File: src/rtl/alu_pkg.sv
// Shared definitions for the ALU issue stage: op encodings, instruction
// field layout, register index width and flag bit order.
package alu_pkg;

    localparam int DATA_W    = 32;
    localparam int REG_IDX_W = 4;

    // ALU op encodings; the op field is passed straight to the ALU.
    localparam logic [2:0] OP_ADD = 3'b000;
    localparam logic [2:0] OP_SUB = 3'b001;
    localparam logic [2:0] OP_AND = 3'b010;
    localparam logic [2:0] OP_OR  = 3'b011;
    localparam logic [2:0] OP_XOR = 3'b100;
    localparam logic [2:0] OP_NOT = 3'b101;
    localparam logic [2:0] OP_SHL = 3'b110;
    localparam logic [2:0] OP_SHR = 3'b111;

    // Instruction field bit positions.
    localparam int INSTR_OP_HI  = 31;
    localparam int INSTR_OP_LO  = 29;
    localparam int INSTR_IMM    = 28;
    localparam int INSTR_RD_HI  = 27;
    localparam int INSTR_RD_LO  = 24;
    localparam int INSTR_RS1_HI = 23;
    localparam int INSTR_RS1_LO = 20;
    localparam int INSTR_RS2_HI = 19;
    localparam int INSTR_RS2_LO = 16;
    localparam int INSTR_K_HI   = 15;
    localparam int INSTR_K_LO   = 0;

    // Bit order inside the 3-bit flags word.
    localparam int FLAG_CARRY = 2;
    localparam int FLAG_OVF   = 1;
    localparam int FLAG_ZERO  = 0;

    typedef struct packed {
        logic [2:0]           op;
        logic                 imm;
        logic [REG_IDX_W-1:0] rd;
        logic [REG_IDX_W-1:0] rs1;
        logic [REG_IDX_W-1:0] rs2;
        logic [15:0]          k;
    } instr_t;

    // Split a raw instruction word into its fields.
    function automatic instr_t decode_instr(input logic [DATA_W-1:0] w);
        instr_t d;
        d.op  = w[INSTR_OP_HI:INSTR_OP_LO];
        d.imm = w[INSTR_IMM];
        d.rd  = w[INSTR_RD_HI:INSTR_RD_LO];
        d.rs1 = w[INSTR_RS1_HI:INSTR_RS1_LO];
        d.rs2 = w[INSTR_RS2_HI:INSTR_RS2_LO];
        d.k   = w[INSTR_K_HI:INSTR_K_LO];
        return d;
    endfunction

endpackage

File: src/rtl/alu_issue_stage_if.sv
// Instruction handshake, ALU operand/result bus and writeback bus of the
// issue stage. master = issue stage, slave = fetch/ALU/environment side.
interface alu_issue_stage_if;
    import alu_pkg::*;

    logic                 in_valid;
    logic                 in_ready;
    logic [DATA_W-1:0]    in_instr;

    logic [2:0]           alu_opcode;
    logic [DATA_W-1:0]    alu_operand1;
    logic [DATA_W-1:0]    alu_operand2;
    logic [DATA_W-1:0]    alu_result;
    logic                 alu_zero;
    logic                 alu_overflow;
    logic                 alu_carry;

    logic                 wb_valid;
    logic [REG_IDX_W-1:0] wb_rd;
    logic [DATA_W-1:0]    wb_data;

    modport master (
        input  in_valid, in_instr,
        output in_ready,
        output alu_opcode, alu_operand1, alu_operand2,
        input  alu_result, alu_zero, alu_overflow, alu_carry,
        output wb_valid, wb_rd, wb_data
    );

    modport slave (
        output in_valid, in_instr,
        input  in_ready,
        input  alu_opcode, alu_operand1, alu_operand2,
        output alu_result, alu_zero, alu_overflow, alu_carry,
        input  wb_valid, wb_rd, wb_data
    );

endinterface

File: src/rtl/alu_regfile.sv
// Register file: two async operand read ports, one async debug read port
// and one synchronous write port. r0 always reads zero and ignores writes.
module alu_regfile
    import alu_pkg::*;
#(
    parameter int NREGS = 16
) (
    input  logic                 clk,
    input  logic                 rst,
    input  logic [REG_IDX_W-1:0] rs1_addr_i,
    output logic [DATA_W-1:0]    rs1_data_o,
    input  logic [REG_IDX_W-1:0] rs2_addr_i,
    output logic [DATA_W-1:0]    rs2_data_o,
    input  logic [REG_IDX_W-1:0] dbg_addr_i,
    output logic [DATA_W-1:0]    dbg_data_o,
    input  logic                 we_i,
    input  logic [REG_IDX_W-1:0] wr_addr_i,
    input  logic [DATA_W-1:0]    wr_data_i
);

    logic [DATA_W-1:0] regs_q [NREGS];

    // Clear on reset; otherwise write the retiring result, dropping r0 writes.
    always_ff @(posedge clk) begin
        if (rst) begin
            for (int i = 0; i < NREGS; i++) begin
                regs_q[i] <= '0;
            end
        end else if (we_i && (wr_addr_i != '0)) begin
            regs_q[wr_addr_i] <= wr_data_i;
        end
    end

    assign rs1_data_o = (rs1_addr_i == '0) ? '0 : regs_q[rs1_addr_i];
    assign rs2_data_o = (rs2_addr_i == '0) ? '0 : regs_q[rs2_addr_i];
    assign dbg_data_o = (dbg_addr_i == '0) ? '0 : regs_q[dbg_addr_i];

endmodule

File: src/rtl/alu_issue_stage.sv
// Issue stage in front of the external combinational ALU. Decodes in the
// accept cycle, registers opcode/operands into E, and retires the ALU result
// into the register file and flags on the following edge.
module alu_issue_stage
    import alu_pkg::*;
#(
    parameter int               NREGS        = 16,
    parameter logic [DATA_W-1:0] RESET_PC_TAG = '0
) (
    input  logic                 clk,
    input  logic                 rst,
    input  logic                 stall,
    alu_issue_stage_if.master    bus,
    output logic [2:0]           flags,
    output logic [DATA_W-1:0]    retired,
    input  logic [REG_IDX_W-1:0] dbg_addr,
    output logic [DATA_W-1:0]    dbg_data
);

    instr_t               dec;
    logic [DATA_W-1:0]    rf_rs1;
    logic [DATA_W-1:0]    rf_rs2;
    logic                 fwd_rs1;
    logic                 fwd_rs2;
    logic                 accept;
    logic                 retire;

    logic                 e_valid_q;
    logic [REG_IDX_W-1:0] e_rd_q;
    logic [2:0]           opcode_q;
    logic [DATA_W-1:0]    op1_q;
    logic [DATA_W-1:0]    op1_d;
    logic [DATA_W-1:0]    op2_q;
    logic [DATA_W-1:0]    op2_d;

    logic                 wb_valid_q;
    logic [REG_IDX_W-1:0] wb_rd_q;
    logic [DATA_W-1:0]    wb_data_q;
    logic [2:0]           flags_q;
    logic [2:0]           flags_d;
    logic [DATA_W-1:0]    retired_q;

    assign dec    = decode_instr(bus.in_instr);
    assign accept = bus.in_valid & ~stall;
    assign retire = e_valid_q & ~stall;

    alu_regfile #(
        .NREGS (NREGS)
    ) u_regfile (
        .clk        (clk),
        .rst        (rst),
        .rs1_addr_i (dec.rs1),
        .rs1_data_o (rf_rs1),
        .rs2_addr_i (dec.rs2),
        .rs2_data_o (rf_rs2),
        .dbg_addr_i (dbg_addr),
        .dbg_data_o (dbg_data),
        .we_i       (retire),
        .wr_addr_i  (e_rd_q),
        .wr_data_i  (bus.alu_result)
    );

    // The E-stage result lands in the regfile on the same edge that captures
    // the next operands, so only the in-flight E result needs bypassing.
    assign fwd_rs1 = e_valid_q && (e_rd_q != '0) && (dec.rs1 == e_rd_q);
    assign fwd_rs2 = e_valid_q && (e_rd_q != '0) && (dec.rs2 == e_rd_q);

    // Decode: operand selection with bypass and zero-extended immediate.
    always_comb begin
        op1_d = fwd_rs1 ? bus.alu_result : rf_rs1;
        if (dec.imm) begin
            op2_d = {{(DATA_W-16){1'b0}}, dec.k};
        end else begin
            op2_d = fwd_rs2 ? bus.alu_result : rf_rs2;
        end
        flags_d             = '0;
        flags_d[FLAG_CARRY] = bus.alu_carry;
        flags_d[FLAG_OVF]   = bus.alu_overflow;
        flags_d[FLAG_ZERO]  = bus.alu_zero;
    end

    // Execute: load a new instruction or bubble unless stalled; alu_* only
    // change when a real instruction is accepted.
    always_ff @(posedge clk) begin
        if (rst) begin
            e_valid_q <= 1'b0;
            e_rd_q    <= '0;
            opcode_q  <= '0;
            op1_q     <= '0;
            op2_q     <= '0;
        end else if (!stall) begin
            e_valid_q <= bus.in_valid;
            if (accept) begin
                e_rd_q   <= dec.rd;
                opcode_q <= dec.op;
                op1_q    <= op1_d;
                op2_q    <= op2_d;
            end
        end
    end

    // Writeback: capture ALU result and flags for a valid, unstalled E entry.
    always_ff @(posedge clk) begin
        if (rst) begin
            wb_valid_q <= 1'b0;
            wb_rd_q    <= '0;
            wb_data_q  <= '0;
            flags_q    <= '0;
            retired_q  <= RESET_PC_TAG;
        end else begin
            wb_valid_q <= retire;
            if (retire) begin
                wb_rd_q   <= e_rd_q;
                wb_data_q <= bus.alu_result;
                flags_q   <= flags_d;
                retired_q <= retired_q + {{(DATA_W-1){1'b0}}, 1'b1};
            end
        end
    end

    assign bus.in_ready     = ~stall;
    assign bus.alu_opcode   = opcode_q;
    assign bus.alu_operand1 = op1_q;
    assign bus.alu_operand2 = op2_q;
    assign bus.wb_valid     = wb_valid_q;
    assign bus.wb_rd        = wb_rd_q;
    assign bus.wb_data      = wb_data_q;
    assign flags            = flags_q;
    assign retired          = retired_q;

endmodule

File: src/flat_wrapper.sv
// flat-port wrapper written by rule: the top's interface ports become plain ports
module alu_issue_stage_flat import alu_pkg::*;
#(
    parameter int               NREGS        = 16,
    parameter logic [DATA_W-1:0] RESET_PC_TAG = '0
)
  (clk, rst, stall, flags, retired, dbg_addr, dbg_data, bus_in_valid, bus_in_instr, bus_in_ready, bus_alu_opcode, bus_alu_operand1, bus_alu_operand2, bus_alu_result, bus_alu_zero, bus_alu_overflow, bus_alu_carry, bus_wb_valid, bus_wb_rd, bus_wb_data);
  alu_issue_stage_if bus_i ();
  input  logic clk;
  input  logic rst;
  input  logic stall;
  output logic [2:0] flags;
  output logic [DATA_W-1:0] retired;
  input  logic [REG_IDX_W-1:0] dbg_addr;
  output logic [DATA_W-1:0] dbg_data;
  input wire logic [$bits(bus_i.in_valid)-1:0] bus_in_valid;
  input wire logic [$bits(bus_i.in_instr)-1:0] bus_in_instr;
  output wire logic [$bits(bus_i.in_ready)-1:0] bus_in_ready;
  output wire logic [$bits(bus_i.alu_opcode)-1:0] bus_alu_opcode;
  output wire logic [$bits(bus_i.alu_operand1)-1:0] bus_alu_operand1;
  output wire logic [$bits(bus_i.alu_operand2)-1:0] bus_alu_operand2;
  input wire logic [$bits(bus_i.alu_result)-1:0] bus_alu_result;
  input wire logic [$bits(bus_i.alu_zero)-1:0] bus_alu_zero;
  input wire logic [$bits(bus_i.alu_overflow)-1:0] bus_alu_overflow;
  input wire logic [$bits(bus_i.alu_carry)-1:0] bus_alu_carry;
  output wire logic [$bits(bus_i.wb_valid)-1:0] bus_wb_valid;
  output wire logic [$bits(bus_i.wb_rd)-1:0] bus_wb_rd;
  output wire logic [$bits(bus_i.wb_data)-1:0] bus_wb_data;
  assign bus_i.in_valid = bus_in_valid;
  assign bus_i.in_instr = bus_in_instr;
  assign bus_in_ready = bus_i.in_ready;
  assign bus_alu_opcode = bus_i.alu_opcode;
  assign bus_alu_operand1 = bus_i.alu_operand1;
  assign bus_alu_operand2 = bus_i.alu_operand2;
  assign bus_i.alu_result = bus_alu_result;
  assign bus_i.alu_zero = bus_alu_zero;
  assign bus_i.alu_overflow = bus_alu_overflow;
  assign bus_i.alu_carry = bus_alu_carry;
  assign bus_wb_valid = bus_i.wb_valid;
  assign bus_wb_rd = bus_i.wb_rd;
  assign bus_wb_data = bus_i.wb_data;
  alu_issue_stage #(.NREGS(NREGS), .RESET_PC_TAG(RESET_PC_TAG)) u_core (.clk(clk), .rst(rst), .stall(stall), .bus(bus_i), .flags(flags), .retired(retired), .dbg_addr(dbg_addr), .dbg_data(dbg_data));
endmodule
File: config.mk
export PLATFORM = sky130hd
export DESIGN_NAME = alu_issue_stage_flat
export DESIGN_NICKNAME = d
export VERILOG_FILES = /design/src/rtl/alu_pkg.sv /design/src/rtl/alu_issue_stage_if.sv /design/src/rtl/alu_regfile.sv /design/src/rtl/alu_issue_stage.sv /design/src/flat_wrapper.sv
export SDC_FILE = /design/constraint.sdc
export NUM_CORES = 1
export LEC_CHECK = 0
export ABC_CLOCK_PERIOD_IN_PS = 3700
export BUFFER_PORTS_ARGS = -buffer_cell sky130_fd_sc_hd__buf_4
export CORE_ASPECT_RATIO = 1.4
export CORE_MARGIN = 4
export CORE_UTILIZATION = 65
export DETAILED_ROUTE_END_ITERATION = 16
export PLACE_DENSITY = 0.86
export SLEW_MARGIN = 0
export SYNTH_ARGS = -nofsm -noshare
export SYNTH_HDL_FRONTEND = slang
export SYNTH_SLANG_ARGS = --single-unit
File: constraint.sdc
create_clock -name clk -period 3.7 [get_ports clk]
set_input_delay 0.555 -clock clk [delete_from_list [all_inputs] [get_ports clk]]
set_output_delay 0.555 -clock clk [all_outputs]
set_load 0.01 [all_outputs]
Word-level counts from Yosys, hierarchy flattened. Memory sizes are Yosys's and may differ from the RTL's. Index checks and enable logic that the tools add are counted.

Register bits: 144. Memory bits (writable): 512. Bits of input ports: 75. Output and inout port bits: 172. Word-level logic and storage cells: 41. Memories: 1.

Add/subtract/negate cells: 1. Eq/ne operators: 2. Multiplexer cells: 14. Bitwise operators: 3. Reduce and logical (&&, ||, !) cells: 10.

Memory list: u_core.u_regfile.regs_q (words 16, width 32, read ports 3, clocked after memory_dff 0, wr ports 16, RTL line alu_regfile.sv:21) `logic [DATA_W-1:0] regs_q [NREGS];`.

Operator list (number): $mux W32 (7); $add A32 B1 Y32 const B (1); $reduce_or A32 Y1 (1); $logic_not A4 Y1 (3); $eq A4 B4 Y1 (2); $mux W1 (6); $logic_and A1 B1 Y1 (4); $mux W4 (1); $reduce_bool A4 Y1 (1); $and A1 B1 Y1 (2); $reduce_and A2 Y1 (1); $not A1 Y1 (1).

Longest topological paths before layout. Gate-level depths: netlist (run 1).

Word-level depth: 8. Mapped depth: 9. Depth with buffers taken out: 6.

Hierarchy. From an unflattened synthesis (run 1), not the netlist that was laid out.

Cells, all modules: 3000. Area, all modules: 35490.3 sq um.

Modules (own cells, without submodules): alu_regfile (times used 1, cells an instance 2212, area an instance 29214.3 sq um, seq. area each 14443.9 sq um); alu_issue_stage (times used 1, cells an instance 788, area an instance 6276.0 sq um, seq. area each 2882.8 sq um).

Least setup slack after synthesis (run 1). OpenSTA, ideal clock, no wires.

Path type: input to output. Start: in dbg_addr[0]. End: out dbg_data[21]. Arrival: 1.920 ns. Data required time: 3.145 ns. Setup slack: 1.225 ns. Cell stages on the path: 6. Path buffers: 4. Path through: buf_4 > buf_4 > buf_4 > nor4_2 > clkbuf_1 > a211oi_1.

Cells in the longest elaborated chain, start to end: 2. Elaborated cells between the ends (all ways): 3. Those cells by class: 1 x mux; 1 x reduce/logical; 1 x memory.

Ends and longest elaborated chain: start: declaration (RTL line flat_wrapper.sv:14) `input logic [REG_IDX_W-1:0] dbg_addr;`; $mem_v2 Z16 W32 or $logic_not A4 Y1 (tied branches); $mux W32 (*) (RTL line alu_regfile.sv:36) `assign dbg_data_o = (dbg_addr_i == '0) ? '0 : regs_q[dbg_addr_i];`; end: declaration (RTL line flat_wrapper.sv:15) `output logic [DATA_W-1:0] dbg_data;`.

Every way passes the cells marked *; elsewhere a longest branch is shown, timed or not.

Worst setup path after layout (run 1).
Start: in dbg_addr[0]. End: out dbg_data[8].

The elaborated chain is that of the path after synthesis.

==> results of run 1 <==
[where the power goes]
part	internal (uW)	switching (uW)
combinational	1020	1420
sequential	8190	230
clock	4020	2890
total	13200	4540
[layer usage]
layer | vias up | wire (um) | global-route usage (%)
li1 | 11300 | - | -
met1 | 14000 | 38200 | 48.9
met2 | 2656 | 62000 | 67.2
met3 | 783 | 16500 | 10.0
met4 | 8 | 15100 | 37.2
met5 | - | 54 | 0
[state kept, by name, indices dropped and copies added (netlist names)]
signal,flops
u_core.u_regfile.regs_q,512
u_core.bus.alu_operand1,32
u_core.bus.alu_operand2,32
u_core.bus.wb_data,32
u_core.retired,32
u_core.bus.wb_rd,4
u_core.e_rd_q,4
u_core.bus.alu_opcode,3
u_core.flags,3
u_core.bus.wb_valid,1
u_core.e_valid_q,1
[cells in the mapped netlist (16+ instances only)]
library cell  number  area [um2]
a211oi_1         109         818
a21oi_1          126         631
a22o_1            32         280
a22oi_1           80         601
a31oi_1           32         200
a32oi_1           16         140
and2_1           482        3020
buf_2             63         315
buf_4             18         135
clkbuf_1         198         743
dfxtp_1          144        2880
edfxtp_1         512       15400
inv_1             23        86.3
mux2i_1          156        1560
mux4_2           317        7140
nand2_1          128         480
nand2b_1          42         263
nand3_1           25         125
nor2_1            48         180
nor2b_1           84         526
nor3_1            19        95.1
o21ai_0           48         240
o2bb2ai_1         16         140
or2_2             16         100
xnor2_1           26         228
[final cells by class]
| type | count | area, um2 | area share, % |
|---|---|---|---|
| Timing Repair Buffer | 359 | 3020 | 7.13 |
| Clock inverter | 29 | 279 | 0.660 |
| Clock buffer | 92 | 1940 | 4.58 |
| Sequential cell | 656 | 18300 | 43.2 |
| Multi-Input combinational cell | 1928 | 17800 | 42.0 |
| Antenna cell | 3 | 7.51 | 0.0178 |
| Inverter | 24 | 90.1 | 0.213 |
| Tap cell | 735 | 920 | 2.18 |
[kinds of logic (layout without fill, tap and decap cells)]
logic type,after synthesis,after routing
mux,473,473
compound gates,493,493
flops,656,656
buf+inv,318,504
other cells,1,35
simple gates,894,894
xor+xnor,35,35
fa+ha+maj,1,1
[metrics by stage]
stage	hold WS (ns)	total power [uW]	worst slack [ns]	utilization [%]	instance area, um2
2_1_floorplan	0.481	9880	1.23	-	37300
3_3_place_gp	0.443	10800	0.384	70.8	40100
3_5_place_dp	0.448	10900	0.333	70.8	40100
4_1_cts	0.185	17700	0.339	74.7	42300
5_1_grt	0.197	18200	0.166	74.7	42300
6_report	0.204	17800	0.261	74.7	42300
[critical path, stage by stage]
cell,delay (ns)
clkbuf_8,0.27
buf_12,0.40
mux4_2,0.56
mux2i_1,0.52
a211oi_1,0.27
buf_4,0.21
[path summary, 6_finish.rpt]
check                                                            from                                  endpoint  slack (ns)  depth (start not counted)
worst max-delay path                                      dbg_addr[0]                               dbg_data[8]        0.26                          6
worst min-delay path                                 bus_in_instr[27]             u_core.e_rd_q[3]$_SDFFE_PP0P_        0.20                          3
worst max register to register          u_core.e_rd_q[3]$_SDFFE_PP0P_  u_core.bus.alu_operand2[25]$_SDFFE_PP0P_        1.03                          5
worst min register to register  u_core.bus.alu_opcode[1]$_SDFFE_PP0P_     u_core.bus.alu_opcode[1]$_SDFFE_PP0P_        0.46                          2
==> qor.yml, run 1 <==
cellLeakagePower_uw: 0.0157
dieHeight_um: 291
max_cap_violations: 0
grt_pass1_wl_um: 192000
pwr_density_cell_mw_per_mm2: 420
synthMuxAreaShare_pct: 23.4
slew_headroom_pct: 19.5
rows: 103
num_vias: 28700
synth_simple_gate_area_share_pct: 14.1
nets: 3112
dp_cells: 3702
antenna_found_initial: 8
synth.distinct_cells: 55
rsz0062_at_grt: "no"
htree_levels: 3
holdBufCountCts: 0
finalClockSkew_ns: 0.0146
synthesis.instances: 2871
core_area_mm2: 0.0566
endpoint_kind: "output port"
drc: 0
wl_um: 132000
hp-class: "primary input to flip-flop"
fillCellCount: 3418
post-dp-hpwl_um: 83300
area_growth_pct: 13.7
die_area_mm2: 0.0611
first_global_vias: 29000
synth_area_mm2: 0.0372
ioPinCount: 247
cts-resized-gates: 0
overflow: 0
vias_per_cell: 7.51
path_clk_slew_ns: 0.06
synth_xor_xnor_area_share_pct: 0.824
crit_arrival_ns: 2.88
criticalPathCategory: "primary input to output port"
synth_top_family_by_area: "multiplexers"
mostFrequentLayoutCells: "512 x edfxtp_1, 482 x and2_1, 330 x buf_4"
yosys_most_used_dff: "edfxtp_1"
ys_warn_count: 0
synth-async-reset-ratio_pct: 0
numCtsBuffers: 67
layout_commonest_cell: "edfxtp_1"
postCtsSetupBuffers: 0
start_util_pct: 65.7
drtPass1Iterations: 6
yosysSeqAreaShare_pct: 49.1
ys_ff_latch: 656
synth-edff-count: 512
grt_util_all_layers_pct: 42.8
grt_max_degree: 91
synth-compound-area-share_pct: 8.87
port_buffers: 246
worst_ep_required_time_ns: 3.14
postRouteAntennaNets: 0
cp_max_fo: 54
setup_viol: 0
peakVddDrop_mv: 0.469
insertion_delay_ns: 0.61
die_w_um: 210
worstMarginPinSlew_ns: 1.20
outcome: "finished, final reports clean"
cts_tree: "yes"
stdcell_count: 3826
drive_above_1_share_pct: 27.0
clockRootBuffer: "clkbuf_16"
crit_path_start_kind: "primary input"
period_share_pct: 92.9
setup_tns_ns: 0
maxSlewViolCount: 0
wl_per_cell_um: 34.4
syn_avg_cell_area_um2: 12.9
gp_congestion: 0.960
drtIter0Drc: 4945
max_freq_mhz: 291
final_hold_viol_count: 0
clock_path_buffers: 3
cts_sinks: 656
synth_fa_ha_area_share_pct: 0.0337
period_needed_ns: 3.44
No activity file was read; power rests on OpenSTA's default activity.
==> run 2: changes to the inputs <==
--- a/config.mk
+++ b/config.mk
@@ -5,13 +5,13 @@
 export SDC_FILE = /design/constraint.sdc
 export NUM_CORES = 1
 export LEC_CHECK = 0
-export ABC_CLOCK_PERIOD_IN_PS = 3700
+export ABC_CLOCK_PERIOD_IN_PS = 3100
 export BUFFER_PORTS_ARGS = -buffer_cell sky130_fd_sc_hd__buf_4
 export CORE_ASPECT_RATIO = 1.4
 export CORE_MARGIN = 4
-export CORE_UTILIZATION = 65
+export CORE_UTILIZATION = 56
 export DETAILED_ROUTE_END_ITERATION = 16
-export PLACE_DENSITY = 0.86
+export PLACE_DENSITY = 0.79
 export SLEW_MARGIN = 0
 export SYNTH_ARGS = -nofsm -noshare
 export SYNTH_HDL_FRONTEND = slang
==> constraint.sdc (replaced) <==
create_clock -name clk -period 3.1 [get_ports clk]
set_input_delay 0.465 -clock clk [delete_from_list [all_inputs] [get_ports clk]]
set_output_delay 0.465 -clock clk [all_outputs]
set_load 0.01 [all_outputs]
==> run 2 against run 1 <==
Effect of this change: the flow now finishes with violations (negative setup slack); sequential power is 19% higher; sequential cell count stayed put; largest power group unchanged; clock power is 15% higher; critical endpoint is now dbg_data[15]; die area is 16% higher; combinational power is 21% higher; largest cell class unchanged; worst setup slack worse by 0.30 ns; utilization is 9.7 points lower; sequential share of layout area is 0.46 points lower; highest routed layer unchanged; non-clock buffer count is 52 higher; critical path type is now flip-flop to output port.
==> qor.yml, run 2 (same netlist as run 1, synthesis figures left out) <==
cellLeakagePower_uw: 0.0159
violations: "negative setup slack"
pwr_density_cell_mw_per_mm2: 491
pwr-share-comb_pct: 14.1
worstReg2RegStart: "u_core.e_rd_q[3]$_SDFFE_PP0P_"
maxSlewViolCount: 0
max_freq_mhz: 318
grt_max_degree: 95
place_ws_ns: 0.0182
postCtsSetupBuffers: 0
endpoint_kind: "output port"
die_area_mm2: 0.0706
slew_headroom_pct: 10.8
rsz0062_at_grt: "no"
path_clk_slew_ns: 0.06
vias_per_cell: 7.19
worst_ep_required_time_ns: 2.63
regMostFlops: "u_core.u_regfile.regs_q"
setup_tns_ns: -0.0424
drtPass1Iterations: 6
p_switching_uw: 5470
switching_share_pct: 26.1
period_share_pct: 101
clock_path_buffers: 3
worstMarginPinSlew_ns: 1.34
cts_tree: "yes"
grt_pass1_wl_um: 191000
finalClockSkew_ns: 0.0292
nets: 3164
largest_register_ffs: 512
dieHeight_um: 313
port_buffers: 246
min_from: "bus_alu_carry"
num_vias: 28700
setup_viol: 1
crit_arrival_ns: 2.68
drtIter0Drc: 4701
mostFrequentLayoutCells: "512 x edfxtp_1, 482 x and2_1, 377 x buf_4"
cp_max_fo: 3
cts_sinks: 656
die_w_um: 226
placed_area_mm2: 0.0407
gp_congestion: 0.959
holdBufCountCts: 0
layout_commonest_cell: "edfxtp_1"
numCtsBuffers: 67
outcome: "finished, violations left"
overflow: 0
criticalPathCategory: "flip-flop to output port"
wl_um: 132000
rows: 111
htree_levels: 3
area_growth_pct: 15.0
first_global_vias: 28900
wl_per_cell_um: 33.2
setup_ws_ns: -0.0424
p_clk_share_pct: 38.0
postRouteAntennaNets: 0
final_hold_viol_count: 0
peakVddDrop_mv: 0.444
drive_above_1_share_pct: 28.1
insertion_delay_ns: 0.62
antenna_found_initial: 4
post-dp-hpwl_um: 86700
crit_path_start_kind: "flip-flop"
drc: 0
hp-class: "primary input to flip-flop"
grt_util_all_layers_pct: 37.0
setup.worst_path.start: "u_core.u_regfile.regs_q[2][15]$_SDFFCE_PN0P_"
clockRootBuffer: "clkbuf_16"
design_area_mm2: 0.0427
p_int_uw: 15500
max_cap_violations: 0
seqPwrFrac_pct: 47.9
ioPinCount: 247
period_needed_ns: 3.14
start_util_pct: 56.6
core_area_mm2: 0.0657
## run 2: cell types whose count changed in the layout (fill, tap and decap cells not counted)
cell        delta
clkbuf_1       -1
clkinv_1       +6
diode_2        -2
clkbuf_16      -3
buf_4         +47
inv_4          +1
a211oi_1       -1
buf_12         +5
a211oi_2       +1
bufinv_16      -1
clkbuf_8       -4
clkinv_2       +3
clkinvlp_4     -2
## run 2: cell type report
class	instances	area, um2
multi-input combinational	1928	17800
sequential	656	18300
fill	4730	23000
tap	847	1060
timing repair buffer	411	3470
clock buffer	84	1800
antenna	1	2.50
inverter	24	90.1
clock inverter	36	278
## run 2: path summary, 6_finish.rpt
path / to / slack (ns) / cells past startpoint
worst max-delay path: dbg_data[15] / -0.04 / 6
worst min-delay path: u_core.flags[2]$_SDFFE_PP0N_ / 0.09 / 3
worst max register to register: u_core.bus.alu_operand2[11]$_SDFFE_PP0P_ / 0.44 / 5
worst min register to register: u_core.bus.wb_data[17]$_SDFFE_PP0N_ / 0.46 / 2
## run 2: repair_timing
item	CTS	global route
endpoints found under the setup margin	0	1
hold endpoints to repair	0	0
gates resized for setup	0	1
## run 2: worst max-delay path, stage by stage (launching register included)
cell and delay [ns]:
edfxtp_1 0.41, mux4_2 0.24, nor2b_1 0.12, a211oi_1 0.06
buf_4 0.16, a211oi_1 0.81, buf_4 0.26
## run 2: metal layers
| metal | track usage [%] | vias to the layer above | wire length [um] |
|---|---|---|---|
| li1 | - | 11400 | - |
| met5 | 0 | - | 32 |
| met2 | 59.5 | 2476 | 63800 |
| met4 | 28.1 | 4 | 12500 |
| met1 | 43.1 | 14100 | 40500 |
| met3 | 8.21 | 698 | 15700 |
## run 2: power groups by stage
stage	sequential, uW	clock, uW	combinational, uW
final	10000	7970	2950
after floorplan	10100	0	1670
after global placement	10200	0	2840
after global routing	10100	8350	3050
after CTS	10000	7990	2900
after detailed placement	10200	0	2880
## run 2: metrics by stage
| step | utilization (%) | std cells | hold slack (ns) | power, uW |
|---|---|---|---|---|
| floorplan | - | 2902 | 0.481 | 11800 |
| global placement | 61.9 | 3866 | 0.442 | 13000 |
| detailed placement | 61.9 | 3866 | 0.449 | 13100 |
| CTS | 65.0 | 3986 | 0.0710 | 20900 |
| global route | 65.1 | 3986 | 0.0937 | 21500 |
| finish | 65.1 | 3987 | 0.0947 | 21000 |
